===== src/rtl/mfu_pkg.sv =====
// Shared types for the mFU accumulate/drain slice.
// MFU_ACC_SAT_EN selects saturating accumulation in mfu_acc_drain.
package mfu_pkg;

    localparam int P_W = 16;

    typedef enum logic [1:0] {
        MODE_8X8  = 2'd0,
        MODE_4X4  = 2'd1,
        MODE_2X2  = 2'd2,
        MODE_RSVD = 2'd3
    } mode_e;

    typedef enum logic [1:0] {
        ST_IDLE = 2'd0,
        ST_RUN  = 2'd1,
        ST_DONE = 2'd2
    } state_e;

    function automatic logic [P_W-1:0] sext8(input logic [7:0] b);
        return {{(P_W-8){b[7]}}, b};
    endfunction

    function automatic logic [P_W-1:0] sext4(input logic [3:0] n);
        return {{(P_W-4){n[3]}}, n};
    endfunction

endpackage


===== src/rtl/mfu_unpack.sv =====
// Folds one mFU product into its signed sub-product sum
// according to the precision mode it was issued with.
module mfu_unpack
    import mfu_pkg::*;
(
    input  logic [1:0]     mode,
    input  logic [P_W-1:0] p,
    output logic [P_W-1:0] s
);

    always_comb begin
        s = '0;
        unique case (mode_e'(mode))
            MODE_8X8:  s = p;
            MODE_4X4:  s = sext8(p[15:8]) + sext8(p[7:0]);
            MODE_2X2:  s = sext4(p[15:12]) + sext4(p[11:8])
                         + sext4(p[7:4]) + sext4(p[3:0]);
            MODE_RSVD: s = '0;
        endcase
    end

endmodule


===== src/rtl/mfu_acc_drain.sv =====
// Dot-product accumulator behind the mFU with a one-entry result drain.
// Define MFU_ACC_SAT_EN for saturating adds with a sticky ovf flag.
module mfu_acc_drain
    import mfu_pkg::*;
#(
    parameter int LAT   = 1,
    parameter int ACC_W = 32
) (
    input  logic             clk,
    input  logic             nrst,
    input  logic             start,
    input  logic [7:0]       len,
    input  logic             in_valid,
    input  logic [1:0]       mode,
    input  logic [15:0]      p,
    output logic             out_valid,
    input  logic             out_ready,
    output logic [ACC_W-1:0] out_data,
    output logic             busy,
    output logic             ovf
);

    localparam int CNT_W = 9;

    state_e state_q, state_d;
    logic [ACC_W-1:0] acc_q, acc_d;
    logic [CNT_W-1:0] cnt_q, cnt_d;
    logic [CNT_W-1:0] tgt_q, tgt_d;
    logic [LAT-1:0] vpipe_q, vpipe_d;
    logic [LAT-1:0][1:0] mpipe_q, mpipe_d;

    logic             v_dly;
    logic [1:0]       mode_dly;
    logic [P_W-1:0]   s;
    logic [ACC_W-1:0] s_ext;
    logic [ACC_W-1:0] acc_sum;
    logic [CNT_W-1:0] cnt_inc;

    // Delay line keeps running across jobs so products issued with start count.
    always_comb begin
        vpipe_d = '0;
        mpipe_d = '0;
        vpipe_d[0] = in_valid;
        mpipe_d[0] = mode;
        for (int i = 1; i < LAT; i++) begin
            vpipe_d[i] = vpipe_q[i-1];
            mpipe_d[i] = mpipe_q[i-1];
        end
    end

    assign v_dly    = vpipe_q[LAT-1];
    assign mode_dly = mpipe_q[LAT-1];

    mfu_unpack u_unpack (
        .mode (mode_dly),
        .p    (p),
        .s    (s)
    );

    assign s_ext   = {{(ACC_W-P_W){s[P_W-1]}}, s};
    assign cnt_inc = cnt_q + 9'd1;

`ifdef MFU_ACC_SAT_EN
    localparam logic [ACC_W-1:0] ACC_MAX = {1'b0, {(ACC_W-1){1'b1}}};
    localparam logic [ACC_W-1:0] ACC_MIN = {1'b1, {(ACC_W-1){1'b0}}};

    logic [ACC_W:0] wide;
    logic           clip;
    logic           ovf_q, ovf_d;

    always_comb begin
        wide = {acc_q[ACC_W-1], acc_q} + {s_ext[ACC_W-1], s_ext};
        clip = wide[ACC_W] ^ wide[ACC_W-1];
        acc_sum = wide[ACC_W-1:0];
        if (clip) begin
            acc_sum = wide[ACC_W] ? ACC_MIN : ACC_MAX;
        end
    end

    assign ovf = ovf_q;
`else
    assign acc_sum = acc_q + s_ext;
    assign ovf     = 1'b0;
`endif

    always_comb begin
        state_d = state_q;
        acc_d   = acc_q;
        cnt_d   = cnt_q;
        tgt_d   = tgt_q;
`ifdef MFU_ACC_SAT_EN
        ovf_d   = ovf_q;
`endif
        unique case (state_q)
            ST_IDLE: begin
                if (start) begin
                    state_d = ST_RUN;
                    acc_d   = '0;
                    cnt_d   = '0;
                    tgt_d   = (len == 8'd0) ? 9'd256 : {1'b0, len};
`ifdef MFU_ACC_SAT_EN
                    ovf_d   = 1'b0;
`endif
                end
            end
            ST_RUN: begin
                if (v_dly) begin
                    acc_d = acc_sum;
                    cnt_d = cnt_inc;
`ifdef MFU_ACC_SAT_EN
                    ovf_d = ovf_q | clip;
`endif
                    if (cnt_inc == tgt_q) begin
                        state_d = ST_DONE;
                    end
                end
            end
            ST_DONE: begin
                if (out_ready) begin
                    state_d = ST_IDLE;
                end
            end
            default: state_d = ST_IDLE;
        endcase
    end

    always_ff @(posedge clk or negedge nrst) begin
        if (!nrst) begin
            state_q <= ST_IDLE;
            acc_q   <= '0;
            cnt_q   <= '0;
            tgt_q   <= '0;
            vpipe_q <= '0;
            mpipe_q <= '0;
`ifdef MFU_ACC_SAT_EN
            ovf_q   <= 1'b0;
`endif
        end else begin
            state_q <= state_d;
            acc_q   <= acc_d;
            cnt_q   <= cnt_d;
            tgt_q   <= tgt_d;
            vpipe_q <= vpipe_d;
            mpipe_q <= mpipe_d;
`ifdef MFU_ACC_SAT_EN
            ovf_q   <= ovf_d;
`endif
        end
    end

    assign out_valid = (state_q == ST_DONE);
    assign busy      = (state_q != ST_IDLE);
    assign out_data  = acc_q;

endmodule


===== config.mk =====
export PLATFORM = sky130hd
export DESIGN_NAME = mfu_acc_drain
export DESIGN_NICKNAME = d
export VERILOG_FILES = /design/src/rtl/mfu_pkg.sv /design/src/rtl/mfu_unpack.sv /design/src/rtl/mfu_acc_drain.sv
export SDC_FILE = /design/constraint.sdc
export NUM_CORES = 1
export LEC_CHECK = 0
export CAP_MARGIN = 20
export CORE_UTILIZATION = 55
export CTS_CLUSTER_DIAMETER = 50
export CTS_CLUSTER_SIZE = 8
export DETAILED_ROUTE_END_ITERATION = 8
export GPL_TIMING_DRIVEN = 0
export PLACE_DENSITY = 0.8
export SYNTH_ARGS = -nofsm -noshare
export SYNTH_HDL_FRONTEND = slang
export SYNTH_SLANG_ARGS = --single-unit

===== constraint.sdc =====
create_clock -name clk -period 10.8 [get_ports clk]
set_clock_uncertainty 0.1 [all_clocks]
set_input_delay 1.62 -clock clk [delete_from_list [all_inputs] [get_ports clk]]
set_output_delay 1.62 -clock clk [all_outputs]
set_load 0.01 [all_outputs]

== Word-level counts from Yosys, hierarchy flattened ==
Index checks and enable logic that the tools add are counted.
Word-level totals
  bits of input ports: 31
  bits in latches: 0
  register bits after elaboration: 55
  logic and storage cells: 43
  output and inout bits: 35
  ROM bits: 0
  memory bits (writable): 0
  memories kept: 0
Cells by class
  muxes and demuxes: 13
  reduce and logical (&&, ||, !) cells: 8
  bitwise gates (word level): 0
  add/sub/neg operators: 6
  magnitude comparators: 0
  multiply operators: 0
  eq/ne operators: 10
  shifts and indexed selects: 0
  divide/modulo/power cells: 0
Operators with widths (number)
  $mux 32: 2
  $pmux 16 s4: 1
  $pmux 32 s2: 1
  $add 32x32->32: 1
  $mux 9: 3
  $pmux 9 s2: 1
  $add 16x16->16: 1
  $add 8x8->9: 1
  $add 9x1->9 const B: 1
  $eq 9x9->1: 1
  $logic_not 8->1: 1
  $mux 2: 4
  $add 5x4->6: 1
  $eq 2x2->1 const B: 3
  $ne 2x2->1 const B: 3
  $pmux 2 s3: 1
  $add 4x4->5: 1
  $eq 2x1->1 const B: 2
  $logic_not 2->1: 2
  $reduce_and 4->1: 1
  $reduce_bool 2->1: 2
  $reduce_and 3->1: 1
  $ne 2x1->1 const B: 1
  $reduce_and 2->1: 1

== Longest topological paths before layout ==
Gate-level depths: netlist of run 1.
  word-level depth: 7
  depth in mapped cells: 26
  gate-level depth less buffers: 25

== Cells and area by module ==
From an unflattened synthesis of run 1, not the netlist that was laid out.
Second synthesis, totals
  cell total of the unflattened synthesis: 574
  area, all modules: 5012.3 um2
Modules (own cells, without submodules)
  mfu_acc_drain: instances 1, cells an instance 437, sequential area each 1376.3 um2, area each 3885.0 um2
  mfu_unpack: instances 1, cells an instance 137, sequential area each 0.0 um2, area each 1127.3 um2

== Worst setup path before layout of run 1 ==
OpenSTA, ideal clock, no wires.
  kind: input to register
  start point: in p[5]
  end point: reg acc_q[29], in the netlist out_data[29]
  stages on the path: 26
  buffers on the path: 1
  setup slack: 3.906 ns
  data required time: 10.578 ns
  setup time: 0.122 ns
  arrival: 6.672 ns
  path through: inv_1 > fa_1 > inv_1 > ha_1 > fa_1 > xor2_1 > ha_1 > inv_1 > o21bai_1 > a21oi_1 > inv_1 > a21oi_1 > fa_1 > and2_0 > a311o_2 > ha_1 > buf_6 > a21oi_2 > o21ai_1 > and3_4 > o41ai_4 > o32a_2 > o31ai_2 > o21a_1 > or3_1 > a32o_1
Between the ends
  word-level cells in the longest chain between the ends: 6
  elaborated cells on any way between the ends: 7
  classes of those cells: add/sub (4); mux (3)
RTL lines
  start, declared: RTL line mfu_acc_drain.sv:15  | input logic [15:0] p,
  $add 5x4->6: RTL line mfu_unpack.sv:17  | + sext4(p[7:4]) + sext4(p[3:0]);
  $add 16x16->16: RTL line mfu_unpack.sv:17
  $pmux 16 s4 *: RTL line mfu_unpack.sv:13  | unique case (mode_e'(mode))
  $add 32x32->32 *: RTL line mfu_acc_drain.sv:82  | assign acc_sum = acc_q + s_ext;
  $mux 32 *: RTL line mfu_acc_drain.sv:107  | if (v_dly) begin
  $pmux 32 s2 *: RTL line mfu_acc_drain.sv:94  | unique case (state_q)
  end signal, assigned: RTL line mfu_acc_drain.sv:130  | acc_q <= '0;
  end signal, assigned: RTL line mfu_acc_drain.sv:140  | acc_q <= acc_d;
  end, declared: RTL line mfu_acc_drain.sv:26  | logic [ACC_W-1:0] acc_q, acc_d;
Mark *: on every way between the ends. The rest lies on a longest branch, timed or not. The select of a mux whose other input is x is not followed.
A chain may end at the register's enable or synchronous reset.

== Worst setup path in the final report of run 1 ==
  start point: in p[9]
  end point: reg acc_q[29], in the netlist out_data[29]
Between the ends
  word-level cells in the longest chain between the ends: 7
  elaborated cells on any way between the ends: 8
  classes of those cells: add/sub (5); mux (3)
RTL lines
  $add 4x4->5: RTL line mfu_unpack.sv:16  | MODE_2X2: s = sext4(p[15:12]) + sext4(p[11:8])
  $add 5x4->6: RTL line mfu_unpack.sv:17
  $add 16x16->16: RTL line mfu_unpack.sv:17
  $pmux 16 s4 *: RTL line mfu_unpack.sv:13
  $add 32x32->32 *: RTL line mfu_acc_drain.sv:82
  $mux 32 *: RTL line mfu_acc_drain.sv:107
  $pmux 32 s2 *: RTL line mfu_acc_drain.sv:94
Marks and branches as above.

==> metrics, run 1 <==
CP endpoint out_data[29]$_DFFE_PN0P_; Met1 Wirelength 5500 um; largest net degree at the start of global routing 38; Critical Path AT 7.91 ns; PwrDens 258 nW/um2; WL met2 5970 um; H-tree depth 2; CTS tree yes; worst min path class reg -> reg; status complete, no violations; clock root cell clkbuf_8; Post-synth ARST share 100%; Most used DFF post-synth dfrtp_1; Syn Area/Cell 8.72 um2; Buffers on Ports 64; core footprint 8760 um2; Most common cell on crit path inv_1; cts repair resizes 0; first-pass GRT wire length 20,500 um; share of power burned in registers 24.8%; Placer Congestion 0.915; TNS Setup 0 ns; CP Launch Type input port; Mapped Nets 667; Overall Global Routing Usage 26.3%; Crit Reg-Reg Endpoint out_data[30]$_DFFE_PN0P_; Critical Path RT 10.92 ns; # fillers 722; net switching power 0.692 mW; sequential area share after synthesis 27.5%; Syn Inst Count 575; Post-synth EDFFs 0; Highest Signal Layer met4; clock network power share 8.3%; starting DRC count in detailed routing 206; Seq cells post-synth 55; crit path from p[9]; Post-Route WL 12,200 um; FF-to-FF setup slack 6.70 ns; final setup violation count 0; combinational power share 66.9%; worst hold slack 0.355 ns; CP Max Fanout 21; antenna viol nets, final 0; buffer count from post-CTS setup fixing 0; hold_buf cts 0; Ant. Diodes 0; die area 9500 um2; Layout area overhead 17.7%; CP max-delay cell clkdlybuf4s50_1; Reg clk slew, reported paths 0.12 ns; switch share 45.4%; unrepaired setup endpoints after global routing false; R2R depth 16; Final Hold Fails 0; final worst-path cycle share 72.1%; die width 97.5 um; Netlist Area Pre-Place 5010 um2; Worst-Margin Slew 0.704 ns; row cnt 34; CTS Sinks 55; R2R Path Start mode_dly[0]$_DFF_PN0_; drt drc 0; vias in the first global route 4,425; # nets final 739; crit path capture type register; global route overflow 0; DR vias 4,546; Crit Path Class in -> reg; Final min period 7.78 ns; initial antenna violation count 0; total CTS buffers 5; Starting Density 57.2%; Post-DP HPWL 9600 um; Pleak 2.62 nW; max_cap viols 0; vias per cell 6.01; Synth cell types 66; Slew Limit Fails 0; Int Pwr 0.832 mW; Worst path max stage delay 0.62 ns; FMAX 128 MHz; Met3 Routed Length 522 um; Chip Height 97.5 um; warnings from Yosys 0; Top-Level Pins 66; drt pass-1 iters 5; Clock Path Buffers 2; share of cells above drive strength 1 5.86%; Wirelength per Cell 16.1 um; worst skew pair latency 0.33 ns; Max VDD drop 0.140 mV; Worst slew margin 53.0%
[state kept, by name (all words and copies together) (netlist names)]
| name | count |
|---|---|
| state_q | 2 |
| cnt_q | 9 |
| mode_dly | 2 |
| tgt_q | 9 |
| v_dly | 1 |
| out_data | 32 |
[stage by stage]
stage / std cells / total power, mW / instance area, um2 / setup WS (ns) / utilization [%]
2_1_floorplan: 575 / 1.09 / 5010 / 3.91 / -
3_3_place_gp: 747 / 1.36 / 5790 / 2.82 / 66.1
3_5_place_dp: 748 / 1.39 / 5800 / 2.78 / 66.2
4_1_cts: 756 / 1.52 / 5900 / 3.07 / 67.3
5_1_grt: 756 / 1.65 / 5900 / 2.78 / 67.3
6_report: 756 / 1.52 / 5900 / 3.02 / 67.3
[cell usage after synthesis, types with 7 or more instances]
library cell / number / area, um2
ha_1: 50 / 626
xnor2_1: 31 / 272
a21oi_1: 37 / 185
mux2i_1: 11 / 110
a22o_1: 8 / 70.1
o21ai_1: 18 / 90.1
nor2_1: 41 / 154
nand3_1: 16 / 80.1
a21o_1: 17 / 128
nor2b_1: 10 / 62.6
o21ai_0: 43 / 215
inv_1: 26 / 97.6
fa_1: 11 / 220
mux2_2: 9 / 101
a211oi_1: 7 / 52.6
xor2_1: 14 / 123
clkbuf_1: 15 / 56.3
dfrtp_1: 55 / 1380
nand2_1: 51 / 191
nand2b_1: 10 / 62.6
[worst max-delay path: cells and delay by family]
kind            cells  cell delay (ns)
simple gates        3             0.67
buf+inv             6             1.04
fa+ha+maj           6             2.17
compound gates     11             2.23
xor+xnor            1             0.17
[cell families after synthesis]
family / synth area share, %
other: 0.0748
XOR/XNOR: 7.86
flip-flops: 27.5
AND/OR/NAND/NOR: 16.0
buffers and inverters: 3.69
adder cells (fa/ha/maj): 16.9
AO/OA/AOI/OAI: 23.6
multiplexers: 4.52
[area by class of cell]
type	instances	area, um2	share of cell area [%]
inverter	26	97.6	1.65
timing repair buffer	65	656	11.1
buffer	20	87.6	1.48
sequential	55	1380	23.3
tap	108	135	2.29
clock buffer	5	68.8	1.17
clock inverter	3	26.3	0.445
multi-input combinational	474	3450	58.5
[power by group through the flow]
stage / combinational, mW / sequential, mW / clock, mW
floorplan: 0.698 / 0.387 / 0
global placement: 0.980 / 0.377 / 0
detailed placement: 1.01 / 0.380 / 0
CTS: 1.02 / 0.376 / 0.129
global route: 1.13 / 0.389 / 0.138
finish: 1.02 / 0.377 / 0.127
[layout by cell type, fill, tap and decap left out, drive strengths merged, types with 3 or more instances in the layout]
cell	n
nor3	6
o22ai	6
buf	7
nand4	3
or3	4
a311o	3
nand2	51
o21ai	61
mux2	10
o21a	4
nand2b	10
nor3b	3
mux2i	11
a21o	17
o31ai	5
nor4	4
a21oi	38
xnor2	31
and2	3
clkdlybuf4s50	63
a22o	8
nand3	16
nand3b	3
clkbuf	20
fa	11
dfrtp	55
and3	7
nor2	41
inv	28
a211oi	8
or2	3
xor2	14
o21bai	5
ha	50
nor2b	10
o211ai	4
[routing by layer]
layer,up-vias,global-route usage [%]
met2,117,46.2
met1,2189,34.0
li1,2221,-
met5,-,0
met4,0,7.69
met3,19,2.95
[worst min path at each step]
stage / startpoint / endpoint / slack (ns) / cells past startpoint
6_report: state_q[1]$_DFFE_PN0P_ / state_q[0]$_DFFE_PN0P_ / 0.35 / 1
5_1_grt: state_q[1]$_DFFE_PN0P_ / state_q[0]$_DFFE_PN0P_ / 0.37 / 1
4_1_cts: state_q[1]$_DFFE_PN0P_ / state_q[0]$_DFFE_PN0P_ / 0.36 / 1
3_5_place_dp: state_q[1]$_DFFE_PN0P_ / state_q[0]$_DFFE_PN0P_ / 0.33 / 1
3_3_place_gp: state_q[1]$_DFFE_PN0P_ / state_q[0]$_DFFE_PN0P_ / 0.33 / 1
2_1_floorplan: state_q[1]$_DFFE_PN0P_ / state_q[0]$_DFFE_PN0P_ / 0.32 / 1
Power figures use the tool's default switching activity.
==> run 2, diff against run 1 <==
clock period = 7.8 ns   (was 10.8 ns; I/O delays follow)
==> results of run 2 <==
The final DEF is identical to that of run 1. Status: complete, no violations.
Among the figures that moved: setup slack after placement 2.78 ns -> 0.228 ns; setup slack after layout 3.02 ns -> 0.467 ns; register-to-register setup slack 6.70 ns -> 3.70 ns; total power 1.52 mW -> 2.11 mW; worst IR drop on VDD 0.140 mV -> 0.194 mV
==> run 3, diff against run 2 <==
CTS_CLUSTER_SIZE = 14   (was 8)
==> results of run 3 <==
The final DEF is identical to that of run 1. Status: complete, no violations.
Among the figures that moved: setup slack after placement 2.78 ns -> 0.228 ns; setup slack after layout 3.02 ns -> 0.467 ns; register-to-register setup slack 6.70 ns -> 3.70 ns; total power 1.52 mW -> 2.11 mW; worst IR drop on VDD 0.140 mV -> 0.194 mV
==> RTL change, RTL diff (settings of run 3) <==
The parameter `LAT` goes from 1 to 2.
--- a/src/rtl/mfu_acc_drain.sv
+++ b/src/rtl/mfu_acc_drain.sv
@@ -5,3 +5,3 @@
 #(
-    parameter int LAT   = 1,
+    parameter int LAT   = 2,
     parameter int ACC_W = 32
Function: changed (Yosys sat finds a counterexample within 4 cycles, from zero or initial values and one cycle with nrst low).
==> RTL change against run 3 <==
  * Critical path type unchanged
  * Register-to-register slack worse by 0.62 ns
  * Sequential share of layout area up 0.69 points
  * Die area up 0.22%
  * First-iteration DRC count up 13%
  * Non-clock buffer count unchanged
  * Core utilization up 1.6 points
  * Cell count up 0.13%
  * Sequential cell count up 3
  * Final area up 2.4%
  * Synthesized area up 0.22%
  * Fmax up 1.9%
  * Wire length up 3.8%
  * Worst setup slack better by 0.14 ns
  * Total power up 8.5%
==> RTL change: results (changes against run 3) <==
| Metric | Value |
|---|---|
| Slowest stage delay, CP | 0.54 ns (-0.08 ns) |
| Met2 routed WL | 6.103 mm (+2.2%) |
| Hold path cells | 0 (-1) |
| Placement Cell Area | 0.005816 mm² (+0.19%) |
| Post-synth top cells | o21ai_0 (60), dfrtp_1 (58), nand2_1 (53), ha_1 (50), a21oi_1 (39) |
| Worst rel slew slack | 0.5588 (+0.02836) |
| Clock-pin slew on the worst setup and hold paths | 0.08 ns (-0.04 ns) |
| GRT met2 Usage | 0.4734 (+0.01183) |
| Met3 wire len | 668 µm (+28%) |
| Status | finished clean |
| GR Util met3 | 0.03669 (+0.007194) |
| Pre-CTS WS | 0.3757 ns (+0.1477 ns) |
| CTS Buf Count | 9 (+4) |
| Post-DP HPWL | 9.675 mm (+0.74%) |
| FF-to-FF setup slack | 3.08 ns (-0.62 ns) |
| Vias in the first global route | 4611 (+4.2%) |
| Fmax | 139.0 MHz (+1.9%) |
| LEAKAGE | 2.733 nW (+4.3%) |
| Worst Setup EP | out_data[25] |
| CP Data Arrival Time | 7.32 ns (-0.14 ns) |
| WL final | 12.66 mm (+3.8%) |
| Peak VDD IR | 0.0002271 V (+17%) |
| H-tree levels | 3 (+1) |
| Worst hold margin | 0.2523 ns (-0.1023 ns) |
| DR iter-0 viols | 233 (+13%) |
| Net Count, Synth | 660 (-1.0%) |
[RTL change: cell count changes after synthesis, sizes merged, moves of 4 or more]
cell / before / now
a21o: 17 / 22
a21oi: 38 / 42
a31oi: 2 / 7
mux2i: 11 / 6
nand3: 16 / 10
nor2: 41 / 34
o21a: 4 / 0
xor2: 14 / 22
[RTL change: stage by stage]
stage                     power, mW  std cells
after global placement        1.895        740
after CTS                     2.281        757
after floorplan               1.508        568
after detailed placement      1.941        741
after global routing          2.475        757
final                         2.290        757
[RTL change: layout make-up]
cell class	instances	area, µm²
inverter	26	97.59
clock inverter	7	102.6
fill	713	2721
timing repair buffer	65	655.6
clock buffer	9	123.9
buffer	20	86.33
tap	108	135.1
multi-input combinational	464	3390
sequential	58	1451
